<file path="src/rtl/wb_stage.sv">
// ----------------------------------------------------------------------------
// wb_stage
//
// Writeback stage of the 5-stage RISC-32 pipeline, fed from the MA/WB latch.
// Selects the commit result (call return address, load data or ALU result),
// writes it into the 16 x 32 general register file, serves the two
// operand-fetch read ports, exports a registered copy of the last committed
// write for forwarding, and counts retired instructions.
//
// Ports
//   Clk           pipeline clock, all state updates on posedge
//   Reset         asynchronous, active-high; clears every register
//   in_valid      MA/WB latch holds a real instruction (0 = bubble)
//   stall         hazard unit freezes writeback this cycle
//   Instruction   instruction word, destination field Rd = [25:22]
//   pc_current    PC of the instruction (return address = pc + 4)
//   AluResult     ALU result
//   LdResult      load data
//   IsLd          select load data as the result
//   IsWb          instruction writes a register
//   IsCall        call: writes pc + 4 into the return-address register
//   rd_addr1/2    operand-fetch read addresses
//   rd_data1/2    combinational read data, with same-cycle write bypass
//   fwd_valid     a write committed on the previous edge
//   fwd_addr      destination of that write (held when no write)
//   fwd_data      data of that write (held when no write)
//   retired       number of accepted valid instructions, wraps at 2^32
// ----------------------------------------------------------------------------
module wb_stage #(
   parameter int DATA_W = 32,
   parameter int NREG   = 16,
   parameter int RA_IDX = 15
) (
   input  logic              Clk,
   input  logic              Reset,
   input  logic              in_valid,
   input  logic              stall,
   input  logic [31:0]       Instruction,
   input  logic [DATA_W-1:0] pc_current,
   input  logic [DATA_W-1:0] AluResult,
   input  logic [DATA_W-1:0] LdResult,
   input  logic              IsLd,
   input  logic              IsWb,
   input  logic              IsCall,
   input  logic [3:0]        rd_addr1,
   input  logic [3:0]        rd_addr2,
   output logic [DATA_W-1:0] rd_data1,
   output logic [DATA_W-1:0] rd_data2,
   output logic              fwd_valid,
   output logic [3:0]        fwd_addr,
   output logic [DATA_W-1:0] fwd_data,
   output logic [31:0]       retired
);

   localparam logic [3:0]        RA_ADDR = 4'(RA_IDX);
   localparam logic [DATA_W-1:0] PC_STEP = DATA_W'(4);

   logic [DATA_W-1:0] regs [NREG];

   logic              accept;
   logic              we;
   logic [3:0]        dest;
   logic [DATA_W-1:0] result;

   logic              fwd_valid_q;
   logic [3:0]        fwd_addr_q;
   logic [DATA_W-1:0] fwd_data_q;
   logic [31:0]       retired_q;

   // Only the Rd field of the instruction word matters here.
   logic unused_instr;
   assign unused_instr = ^{Instruction[31:26], Instruction[21:0]};

   // A bubble or a stalled cycle neither writes nor retires; the same inputs
   // are re-presented and commit on the first unstalled edge.
   assign accept = in_valid & ~stall;
   assign we     = accept & (IsWb | IsCall);

   // Call wins over load, load wins over ALU. pc + 4 wraps naturally.
   always_comb begin
      result = AluResult;
      if (IsCall)
         result = pc_current + PC_STEP;
      else if (IsLd)
         result = LdResult;
   end

   assign dest = IsCall ? RA_ADDR : Instruction[25:22];

   // Register 0 is an ordinary register: no hardwired zero.
   always_ff @(posedge Clk or posedge Reset) begin
      if (Reset) begin
         for (int i = 0; i < NREG; i++)
            regs[i] <= '0;
      end else if (we) begin
         regs[dest] <= result;
      end
   end

   // Write-through bypass: operand fetch sees the value being committed this
   // cycle. Each port checks independently, so both may bypass at once.
   always_comb begin
      rd_data1 = regs[rd_addr1];
      if (we && (rd_addr1 == dest))
         rd_data1 = result;
   end

   always_comb begin
      rd_data2 = regs[rd_addr2];
      if (we && (rd_addr2 == dest))
         rd_data2 = result;
   end

   // Forwarding copy: valid for exactly one cycle after a write; address and
   // data keep their last written values otherwise.
   always_ff @(posedge Clk or posedge Reset) begin
      if (Reset) begin
         fwd_valid_q <= 1'b0;
         fwd_addr_q  <= '0;
         fwd_data_q  <= '0;
      end else begin
         fwd_valid_q <= we;
         if (we) begin
            fwd_addr_q <= dest;
            fwd_data_q <= result;
         end
      end
   end

   // Stores and branches retire too, so the count follows accept, not we.
   always_ff @(posedge Clk or posedge Reset) begin
      if (Reset)
         retired_q <= '0;
      else if (accept)
         retired_q <= retired_q + 32'd1;
   end

   assign fwd_valid = fwd_valid_q;
   assign fwd_addr  = fwd_addr_q;
   assign fwd_data  = fwd_data_q;
   assign retired   = retired_q;

endmodule

</file>
<file path="config.mk">
export PLATFORM = sky130hd
export DESIGN_NAME = wb_stage
export DESIGN_NICKNAME = d
export VERILOG_FILES = /design/src/rtl/wb_stage.sv
export SDC_FILE = /design/constraint.sdc
export NUM_CORES = 2
export LEC_CHECK = 0
export ABC_AREA = 1
export BUFFER_PORTS_ARGS = -buffer_cell sky130_fd_sc_hd__buf_2
export CAP_MARGIN = 20
export CORE_MARGIN = 1.5
export CORE_UTILIZATION = 23
export DETAILED_ROUTE_END_ITERATION = 10
export SETUP_SLACK_MARGIN = 0.05
export SLEW_MARGIN = 30
export SYNTH_ARGS = -nofsm -noshare
export SYNTH_HDL_FRONTEND = slang
export SYNTH_SLANG_ARGS = --single-unit
export TNS_END_PERCENT = 100
</file>
<file path="constraint.sdc">
create_clock -name Clk -period 37.3 [get_ports Clk]
set_clock_uncertainty 0.2 [all_clocks]
set_input_delay 0 -clock Clk [delete_from_list [all_inputs] [get_ports Clk]]
set_output_delay 0 -clock Clk [all_outputs]
set_load 0.02 [all_outputs]
</file>
======== Word level (Yosys, flattened, before mapping) ========
Cells that the tools add are included.
cells by class
  mux-type cells .......................... 14
  bitwise gates (word level) .............. 7
  eq/ne operators ......................... 2
  reduce and logical (&&, ||, !) cells .... 3
  order comparisons ....................... 4
  add/sub/neg operators ................... 2
operators with widths
  kind                                                                          count
  512-bit bitwise mux                                                           1
  32-bit two-way mux                                                            9
  32-bit binary-select mux with 4-bit select                                    2
  32-bit demux with 4-bit select                                                1
  32-bit by 1-bit adder with 32-bit output, second input constant               1
  32-bit by 3-bit adder with 32-bit output, second input constant               1
  5-bit greater-or-equal comparator, second input constant                      3
  4-bit NOT with 5-bit output                                                   3
  4-bit == test                                                                 2
  5-bit by 1-bit less-than comparator with 1-bit output, second input constant  1
  4-bit two-way mux                                                             1
  1-bit logical AND                                                             3
  1-bit bitwise AND                                                             2
  1-bit NOT                                                                     1
  1-bit bitwise OR                                                              1
storage, ports and cells
  word-level logic and storage cells ...... 52
  output and inout bits ................... 133
  input port bits ......................... 143
  register bits ........................... 581

======== Logic depth before layout (Yosys ltp) ========
  depth after elaboration ................. 7
  mapped depth ............................ 12
  mapped depth without buffers ............ 11

======== Least setup slack after synthesis ========
No wires, ideal clock.
  kind .................................... register to register
  start ................................... register retired_q[2] (netlist: retired[2])
  end ..................................... register retired_q[25] (netlist: retired[25])
  stages on the path, launching flop included .. 9
  period minus slack after synthesis ...... 1.863 ns
  path buffers ............................ 0
  required time ........................... 36.978 ns
  arrival time ............................ 1.541 ns
  slack ................................... 35.437 ns
  setup time .............................. 0.122 ns
  cell sequence ........................... dfrtp_1 -> nand2_1 -> nor2_1 -> nand2_1 -> nor2_1 -> nand3_1 -> nor2_1 -> nand2_1 -> xor2_1
between the ends
  longest elaborated chain between the ends .. 1
ends and longest elaborated chain
  element                                   line  source
  start, declared                           68    logic [31:0] retired_q;
  start signal, assigned                    135   retired_q <= retired_q + 32'd1;
  32-bit by 1-bit adder with 32-bit output  135
No other way between the ends.
A chain may end at the register's enable or synchronous reset.

======== Worst setup path after layout ========
  start ................................... input port stall
  end ..................................... output port rd_data2[5]
between the ends
  longest elaborated chain between the ends .. 5
ends and longest elaborated chain
  element             line  source
  start, declared     37    input logic stall,
  1-bit NOT           76    assign accept = in_valid & ~stall;
  1-bit bitwise AND   76
  1-bit bitwise AND   77    assign we = accept & (IsWb | IsCall);
  1-bit logical AND   110   if (we && (rd_addr2 == dest))
  32-bit two-way mux  110
  end, declared       48    output logic [DATA_W-1:0] rd_data2,
No other way between the ends.

==> impl_metrics.ini <==
[run_status]
status = complete, no violations

[logic_synthesis]
yosysSeqAreaShare_pct = 42.8
synth_edf_count = 0
synth_area_leader_cell = dfrtp_1
ys_types = 38
yosys-top-cells-area = dfrtp_1 (43%), nand2_1 (20%), o21ai_0 (7.9%), nand3_1 (7.5%), a21oi_1 (3.8%)
syn_area_um2 = 33900
synth_ff_type = dfrtp_1
netlist.area_leader.share_pct = 42.8
ys_seq_elements = 581
yosys_warnings = 0
synth_fp_nets = 5040
synth.avg_cell_area_um2 = 6.93
syn_inst = 4895
synthArstFlopShare_pct = 100

[pwr]
peakVddDrop_v = 0.0000299
p_int_mw = 1.27
p_sw_mw = 0.593
power.leakage_nw = 18.9
p_clk_share_pct = 38.6
seq_power_share_pct = 41.5
switching_share_pct = 31.9
pwr-share-comb_pct = 19.9
p_per_area_nw_per_um2 = 47.1

[clocking]
cts_buffers = 69
cts-root-buf = clkbuf_16
cts_setup_buffers = 0
clk_pin_slew_ps = 60
cts.sinks = 581
cts_tree = done
cts_max_path_buffers = 3
clkLatencyLatePin_ps = 610
cts_max_level = 3

[worst_setup_path]
timing.rr.end = retired[25]
critical_path_class = input port to primary output
r2r-start = retired[6]
critical_path.endpoint = rd_data2[5]
worst-r2r-cell-count = 8
critPathArrivalTime_ps = 4660
crit_start = stall
worstPathRequired_ps = 37100
critPathLaunchType = input port
r2r_slack_ps = 35160
crit_fanout = 22
end_kind = primary output

[die]
ios = 276
die_x_um = 387
start_util_pct = 23.2
coreArea_um2 = 146000
die_area_um2 = 150000
core.rowCount = 140
dieHeight_um = 387

[sta]
rsz0062_at_grt = no
finalWorstPathRequiredPeriod_ps = 4860
relSlewSlack_pct = 28.0
maxSlewViolCount = 0
fmax_ghz = 0.206
setup_violations = 0
tightest_slew_ps = 1080
setup-tns-final_ps = 0
fin_crit_sh_pct = 13.0
finalHoldViolations = 0

[global_routing]
grt_overflow = 0
track_usage_pct = 17.6
antenna_found_initial = 14
grt_max_degree = 228
grt_pass1_vias = 32241
grt_first_pass_wirelength_mm = 204

[cells_and_area]
fin_util_pct = 27.0
drive_above_1_share_pct = 10.2
nets = 5107
area_delta_synth_final_pct = 16.2

[routing]
drt-initial-drc-count = 3893
routed_wl_mm = 136
first_pass_iters = 5
num_vias = 34568
wl_per_cell_um = 19.7
drc = 0
drt-vias-per-instance = 4.99
ant_nets = 0

[run]
max-cap-violations = 0

[placed_design]
dp_hpwl_mm = 80.2
gp_congestion = 0.875
io_buffers = 247

[min_path]
holdCritPathClass = input port to flop
-- power by group through the flow --
stage	Combinational (mW)	Sequential, mW	Clock, mW
2_1_floorplan	0.239	0.783	0
3_3_place_gp	0.355	0.777	0
3_5_place_dp	0.361	0.779	0
4_1_cts	0.369	0.769	0.729
5_1_grt	0.414	0.781	0.753
6_report	0.369	0.771	0.718
-- placed cells by master, fill, tap and decap left out, types with 5 or more instances in the layout --
master,n
inv_2,25
nor2_2,9
nand4_1,5
clkbuf_16,74
inv_1,286
xnor2_1,13
xor2_1,21
nor2_4,15
buf_2,242
inv_4,5
nor3_1,7
buf_6,8
nand3_1,510
nand2_2,21
clkbuf_8,21
clkbuf_1,10
a21oi_1,260
dlygate4sd3_1,62
o21ai_1,55
o211ai_1,170
dfrtp_1,581
clkinv_2,12
nor2_1,164
o21ai_0,536
nand2_1,1813
buf_4,53
-- synthesized netlist by cell type (28+ instances only) --
cell type	number
buf_2	164
dfrtp_1	581
inv_1	288
inv_2	28
nand2_1	1817
buf_4	28
o21ai_0	536
a21oi_1	260
o211ai_1	170
clkbuf_1	140
buf_1	34
o21ai_1	55
nor2_1	164
nand3_1	510
-- cells by family (layout without fill, tap and decap cells) --
logic type,count (synthesis),count (layout),synth area share [%]
xor gates and xnor gates,34,34,0.877
and+or+nand+nor,2555,2555,30.9
buffers and inverters,692,811,8.70
adders and majority gates,2,2,0.0737
AOI/OAI and AO/OA,1031,1031,16.6
other,0,2,0
DFF,581,581,42.8
-- worst max-delay path, stage by stage --
cell and delay [ps]:
dlygate4sd3_1 540, buf_2 150, nor2_8 90, dlygate4sd3_1 770, o21ai_4 310, a21oi_1 210, nand2_1 100, nor2_4 560
buf_4 410, inv_2 330, buf_4 390, o21ai_1 450, buf_2 280
-- repair_timing --
item | 4_1_cts | 5_1_grt
endpoints found under the hold margin | 427 | 0
setup endpoints to repair | 0 | 0
hold buffers | 62 | 0
gates resized for setup | 0 | 0
-- routing by layer --
metal	vias to the layer above	share of wire [%]	track usage, %
li1	16048	-	-
met1	16503	42	23.8
met2	1717	45	28.0
met3	294	8.9	2.71
met4	6	3.7	6.96
met5	-	0.029	0
-- cell type report --
class | instances | area (um^2)
diodes | 2 | 5.00
clock buffers | 105 | 2180
clock inverters | 18 | 223
fillers | 16136 | 107000
inverters | 319 | 1220
multi-input cells | 3622 | 16500
flip-flops and latches | 581 | 14500
well taps | 1917 | 2400
repair buffers | 369 | 2400
-- worst min-delay path by stage --
stage                       from           to  cells past startpoint
global placement           Reset  retired[31]                      2
detailed placement         Reset  retired[31]                      2
floorplan                  stall   retired[1]                      3
finish              LdResult[21]    regs[149]                      5
global route        LdResult[24]    regs[152]                      5
CTS                 LdResult[21]    regs[309]                      5
-- state kept, by name (all words and copies together), names as in the netlist --
register,count
fwd_addr,4
fwd_data,32
fwd_valid,1
regs,512
retired,32
-- stage by stage --
step                      total power [mW]  instance area, um^2  hold WS (ps)  instances  setup slack [ps]
after floorplan                       1.02                33900         -33.1       4895             20840
after global placement                1.13                36300          28.5       6745             33470
after detailed placement              1.14                36400          20.6       6745             33450
after CTS                             1.87                39400          1.66       6930             32590
after global routing                  1.95                39400          26.3       6931             32410
final                                 1.86                39400          6.13       6933             32440
Note: power is estimated with default switching activity, not from simulation.
